`config.mk`:
```
export PLATFORM = sky130hd
export DESIGN_NAME = alu_top_v3
export DESIGN_NICKNAME = d
export VERILOG_FILES = /design/src/rtl/alu_top_v3.sv
export SDC_FILE = /design/constraint.sdc
export NUM_CORES = 1
export LEC_CHECK = 0
export ABC_CLOCK_PERIOD_IN_PS = 3300
export CORE_MARGIN = 1.5
export CORE_UTILIZATION = 45
export CTS_CLUSTER_SIZE = 30
export DETAILED_ROUTE_END_ITERATION = 10
export SYNTH_ARGS = -nofsm -noshare
export SYNTH_HDL_FRONTEND = slang
export SYNTH_SLANG_ARGS = --single-unit
```
`constraint.sdc`:
```
create_clock -name clock -period 3.3 [get_ports clock]
set_clock_uncertainty 0.05 [all_clocks]
set_input_delay 0.66 -clock clock [delete_from_list [all_inputs] [get_ports clock]]
set_output_delay 0.66 -clock clock [all_outputs]
set_load 0.05 [all_outputs]
```
`src/rtl/alu_top_v3.sv`:
```
// Switch/button-loaded ALU: synchronised single-shot button loads, registered result and status flags.
// Supports chaining the previous result into A and flags opcodes that are not in the decode table.
module alu_top_v3 #(
  parameter int NB_DATA = 8,
  parameter int NB_OP   = 6,
  parameter int NB_BTN  = 4,
  parameter int NB_SW   = 8
) (
  input  logic               clock,
  input  logic               i_reset,
  input  logic [NB_SW-1:0]   i_sw,
  input  logic [NB_BTN-1:0]  i_btn,
  output logic [NB_DATA-1:0] o_led,
  output logic               o_valid,
  output logic               o_zero,
  output logic               o_carry,
  output logic               o_ovf,
  output logic               o_err
);

  localparam int NB_SH = $clog2(NB_DATA);
  localparam int MSB   = NB_DATA - 1;

  typedef enum logic [1:0] {IDLE, EXEC, DONE} state_t;

  state_t              state_q, state_d;
  logic [NB_BTN-1:0]   sync1, sync2, prev, pulse;
  logic [2:0]          settle;
  logic [NB_DATA-1:0]  a_q, b_q;
  logic [NB_OP-1:0]    op_q;
  logic                load;

  logic [NB_DATA:0]    sum, diff;
  logic [NB_SH-1:0]    shamt;
  logic [NB_DATA-1:0]  res;
  logic                res_carry, res_ovf, res_err;

  // Edges are ignored until prev holds a real sample, so a button held across reset release never pulses.
  always_ff @(posedge clock or negedge i_reset) begin
    if (!i_reset) begin
      sync1  <= '0;
      sync2  <= '0;
      prev   <= '0;
      settle <= '0;
    end else begin
      sync1  <= i_btn;
      sync2  <= sync1;
      prev   <= sync2;
      settle <= {settle[1:0], 1'b1};
    end
  end

  assign pulse = sync2 & ~prev & {NB_BTN{settle[2]}};
  assign load  = |pulse[3:0];

  always_ff @(posedge clock or negedge i_reset) begin
    if (!i_reset) begin
      a_q  <= '0;
      b_q  <= '0;
      op_q <= '0;
    end else begin
      if (pulse[3])      a_q <= o_led;
      else if (pulse[0]) a_q <= i_sw[NB_DATA-1:0];
      if (pulse[1])      b_q <= i_sw[NB_DATA-1:0];
      if (pulse[2])      op_q <= i_sw[NB_OP-1:0];
    end
  end

  always_ff @(posedge clock or negedge i_reset) begin
    if (!i_reset) state_q <= IDLE;
    else          state_q <= state_d;
  end

  always_comb begin
    state_d = state_q;
    if (load)                 state_d = EXEC;
    else if (state_q == EXEC) state_d = DONE;
  end

  assign sum   = {1'b0, a_q} + {1'b0, b_q};
  assign diff  = {1'b0, a_q} - {1'b0, b_q};
  assign shamt = b_q[NB_SH-1:0];

  always_comb begin
    res       = '0;
    res_carry = 1'b0;
    res_ovf   = 1'b0;
    res_err   = 1'b0;
    case (op_q)
      NB_OP'(6'b100000): begin
        res       = sum[NB_DATA-1:0];
        res_carry = sum[NB_DATA];
        res_ovf   = (a_q[MSB] == b_q[MSB]) && (sum[MSB] != a_q[MSB]);
      end
      NB_OP'(6'b100010): begin
        res       = diff[NB_DATA-1:0];
        res_carry = diff[NB_DATA];
        res_ovf   = (a_q[MSB] != b_q[MSB]) && (diff[MSB] != a_q[MSB]);
      end
      NB_OP'(6'b100100): res = a_q & b_q;
      NB_OP'(6'b100101): res = a_q | b_q;
      NB_OP'(6'b100110): res = a_q ^ b_q;
      NB_OP'(6'b100111): res = ~(a_q | b_q);
      NB_OP'(6'b000010): res = a_q >> shamt;
      NB_OP'(6'b000011): res = $unsigned($signed(a_q) >>> shamt);
      default:           res_err = 1'b1;
    endcase
  end

  always_ff @(posedge clock or negedge i_reset) begin
    if (!i_reset) begin
      o_led   <= '0;
      o_zero  <= 1'b0;
      o_carry <= 1'b0;
      o_ovf   <= 1'b0;
      o_err   <= 1'b0;
    end else if (state_q == EXEC) begin
      o_led   <= res;
      o_zero  <= (res == '0);
      o_carry <= res_carry;
      o_ovf   <= res_ovf;
      o_err   <= res_err;
    end
  end

  assign o_valid = (state_q == DONE);

endmodule

```
# Word level (Yosys, flattened, before mapping)
# Cells that the tools add are included.
# word_totals
out_inout_bits	13
word_cells	53
n_memories	0
ramBits	0
latchBits	0
reg_bits	51
romBits	0
# classes
n_mux	8
n_eq_ne	14
n_bitwise	7
reduce_logical	7
order_cmp	0
n_shift	2
mul	0
add_sub_neg	2
div	0
# op_table
op	n
case mux 8 bit (8 select lines)	1
== test 6 bit (second input constant)	6
2-to-1 mux 8 bit	2
== test 6 x 2 -> 1 bit (second input constant)	2
adder 8 x 8 -> 9 bit	1
subtractor 8 x 8 -> 9 bit	1
bitwise AND 4 bit	2
bitwise AND 8 bit	1
logical NOT 8 bit	1
inverter 8 bit	1
bitwise OR 8 bit	1
OR reduction 8 bit	1
>> shifter 8 x 3 -> 8 bit	1
>>> shifter 8 x 3 -> 8 bit	1
XOR 8 bit	1
2-to-1 mux 2 bit	2
inverter 4 bit	1
case mux 1 bit (2 select lines)	2
nonzero test 2 bit	2
OR reduction 4 bit	1
!= test 1 bit	3
== test 2 x 1 -> 1 bit (second input constant)	1
== test 2 bit (second input constant)	1
logical AND 1 bit	2
other kinds (2)	2

# Logic depth before layout (Yosys ltp)
# depth
ltp_word	5
mapped_depth	10

# Least setup slack after synthesis
# No wires, ideal clock.
# synth_path
path_kind	register to register
from	reg b_q[0]
to	reg o_zero
path_buffers	0
setup_ps	110
path_stages_with_launch	10
setup_slack_ps	859
t_arrival_ps	2281
required_time_ps	3140
cell_sequence	dfrtp_1 > ha_1 > fa_1 > or3_4 > a31oi_2 > o311ai_2 > o31ai_2 > xnor2_1 > o211ai_2 > o41ai_1
# synth_via
elab_chain_cells	4
elab_cells_between_ends	10
classes_between	add/sub (2); shift (2); mux (1); bitwise (4); reduce/logical (1)
# synth_rtl
item	line_no	text
from (decl)	29	logic [NB_DATA-1:0] a_q, b_q;
from (signal assigned)	64	if (pulse[1]) b_q <= i_sw[NB_DATA-1:0];
parallel branches: the longest is 2 deep, another holds subtractor 8 x 8 -> 9 bit	--	
case mux 8 bit (8 select lines) *	89	case (op_q)
logical NOT 8 bit *	119	o_zero <= (res == '0);
to (signal assigned)	119	
to (decl)	15	output logic o_zero,
# Every way passes the cells marked *.
# A chain may end at the register's enable or synchronous reset.

# Final worst setup path
# Same ends and word-level chain as after synthesis.

==> metrics.cfg <==
[routing]
top_layer = met4
vias = 2589
ant_nets = 0
routed_wl_um = 8410
drt-vias-per-instance = 5.63
drc = 0
wl_met3_um = 402
drt_iter0_markers = 204
wl_met1_um = 4140
avgRoutedWirePerCell_um = 18.3
route.met2.wl_um = 3750
firstDrtPassIters = 4

[yosys]
synth_top_family_by_area = compound AO/OA/AOI/OAI gates
syn_area_mm2 = 0.00339
syn_nets = 374
synth_xor_area_share_pct = 3.61
yosysWarnings = 0
ys.flop_type = dfrtp_1
synth_cell_types = 60
netlist_instances = 334
async_reset_ff_share_pct = 100
syn_avg_cell_area_um2 = 10.2
synth_compound_area_share_pct = 16.9
synth_edf_count = 0
ys_seq_area_share_pct = 37.6
synth-seq-cells = 51
yosys.area_share.adder_pct = 10.0
synth.area.mux_share_pct = 13.8
yosys.area_share.simple_pct = 11.8

[run_status]
outcome = completed

[placement]
place_congestion = 1.02
dp_slack_ns = 0.584
dpl_cell_area_mm2 = 0.00373
dpl.hpwl_um = 6300
portBuffers = 26

[layout]
n_antenna_cell = 0
area_growth_pct = 12.7
postLayoutCellArea_mm2 = 0.00382
drive_gt1_share_pct = 14.4
nets = 400

[sta]
hold_violations = 0
fmax_ghz = 0.370
setup_viol = 0
holdWs_ns = 0.306
min_period_ns = 2.71
tns_ns = 0
max_slew_margin_pct = 22.9
worstMarginPinSlew_ns = 1.16
rsz0062_at_grt = no
final_max_slew_viol_count = 0
timing.final.crit_share_pct = 82.0
timing.final.ws_setup_ns = 0.594

[cts]
worstSkewPairLatency_ns = 0.31
cts.sinks = 51
path_clk_slew_ns = 0.11
cts_tree = yes
cts_resized = 0
ctsHtreeMaxLevel = 2
cts_setup_buffers = 0
ctsHoldBuffers = 0
cts.path.max_buffers = 2
numCtsBuffers = 5
cts-root-buf = clkbuf_8

[floorplan]
start_util_pct = 46.5
rows = 31
die-area_mm2 = 0.00807
dieWidth_um = 89.8
design.core.area_mm2 = 0.00729
die_h_um = 89.8
num_io_pins = 27

[power]
ir_worst_vdd_mv = 0.421
p_per_area_mw_per_mm2 = 636
p_leak_nw = 1.69
total_power_mw = 2.43

[global_routing]
overflow = 0
grt_pass1_vias = 2543
antenna_found_initial = 0
grt_usage_pct = 21.5
grt_pass1_wl_um = 13700
grt_max_degree = 52

[job]
maxCapViolCount = 0

[setup_path]
cp.arrival_ns = 2.86
worstPathRequired_ns = 3.46
worst_setup_path_end_kind = register
cp_max_fo = 9
crit_path_start_kind = register
critPathKind = reg2reg

[min_path]
hold_path.class = reg2reg

## report_power, final
| part | internal, mW | switching, mW | leakage [nW] |
|---|---|---|---|
| clock | 0.156 | 0.233 | 0.0463 |
| combinational | 0.493 | 0.695 | 1.02 |
| sequential | 0.726 | 0.128 | 0.623 |
| total | 1.38 | 1.06 | 1.69 |
## stage by stage
| step | std cells | utilization [%] |
|---|---|---|
| global route | 460 | 52.4 |
| CTS | 460 | 52.4 |
| detailed placement | 452 | 51.1 |
| finish | 460 | 52.4 |
| floorplan | 334 | - |
| global placement | 452 | 51.1 |
## cell type report
type	count	area [um^2]
flip-flops and latches	51	1280
repair buffers	36	330
well taps	99	124
multi-input cells	242	1910
fillers	691	3470
clock inverters	3	27.5
inverters	24	90.1
clock buffers	5	68.8
## synthesized netlist by cell type, types with 4 or more instances
| master | number | share of area (%) |
|---|---|---|
| nor2_1 | 12 | 1.3 |
| mux2i_1 | 22 | 6.5 |
| mux2_2 | 18 | 6.0 |
| ha_1 | 24 | 8.9 |
| nor3_1 | 5 | 0.74 |
| buf_2 | 5 | 0.74 |
| inv_1 | 24 | 2.7 |
| o211ai_1 | 4 | 0.89 |
| nand3_1 | 9 | 1.3 |
| nand2_1 | 28 | 3.1 |
| o21ai_1 | 5 | 0.74 |
| xnor2_1 | 14 | 3.6 |
| o21ai_0 | 26 | 3.8 |
| dfrtp_1 | 51 | 38 |
| buf_6 | 6 | 2.0 |
| a22oi_1 | 4 | 0.89 |
| clkbuf_1 | 5 | 0.55 |
| a21oi_1 | 11 | 1.6 |
## state kept, by name, summed over array words and instances, names as in the netlist
signal   count
o_carry      1
b_q          8
op_q         6
o_zero       1
sync1        4
o_led        8
o_err        1
sync2        4
prev         4
state_q      2
o_ovf        1
settle       3
a_q          8
## path summary, 6_finish.rpt
path | startpoint | to | slack, ns | depth (start not counted)
worst max-delay path | b_q[0] | o_zero | 0.59 | 10
worst max register to register | b_q[0] | o_zero | 0.59 | 10
worst min-delay path | settle[1] | settle[2] | 0.31 | 0
worst min register to register | settle[1] | settle[2] | 0.31 | 0
max in group asynchronous | i_reset | prev[1] | 1.98 | 1
min in group asynchronous | i_reset | b_q[1] | 0.51 | 1
## cell usage in the layout (no fill, tap or decap), types with 3 or more instances in the layout
master,synthesis,final
dfrtp_1,51,51
nand2_1,28,28
o21ai_0,26,26
clkdlybuf4s50_1,0,25
inv_1,24,24
ha_1,24,24
mux2i_1,22,22
mux2_2,18,18
xnor2_1,14,14
nor2_1,12,12
a21oi_1,11,11
buf_4,1,10
nand3_1,9,9
nor3_1,5,5
o21ai_1,5,5
clkbuf_8,0,5
o211ai_1,4,4
a22oi_1,4,4
nand3b_1,3,3
a31oi_1,3,3
o311ai_0,3,3
o31ai_1,3,3
## cell families (layout without fill, tap and decap cells)
| kind of cell | after synthesis | after routing |
|---|---|---|
| AOI/OAI and AO/OA | 81 | 81 |
| xor gates and xnor gates | 14 | 14 |
| adders and majority gates | 26 | 26 |
| buffers and inverters | 41 | 68 |
| DFF | 51 | 51 |
| muxes | 43 | 43 |
| other | 1 | 1 |
| and+or+nand+nor | 77 | 77 |
## critical path, cell delays in order, from the launching register on
cell and delay, ns:
dfrtp_1 0.47, buf_4 0.21, ha_1 0.24, fa_1 0.42
nand3_1 0.10, a21oi_1 0.09, o21a_1 0.19, o31ai_2 0.20
xnor2_1 0.17, o211ai_2 0.10, o41ai_1 0.34
## metal layers
layer / global-route usage (%) / vias up
met3: 2.20 / 9
li1: - / 1233
met2: 34.4 / 77
met5: 0 / -
met4: 4.50 / 0
met1: 31.7 / 1270
Note: power is estimated with default switching activity, not from simulation.
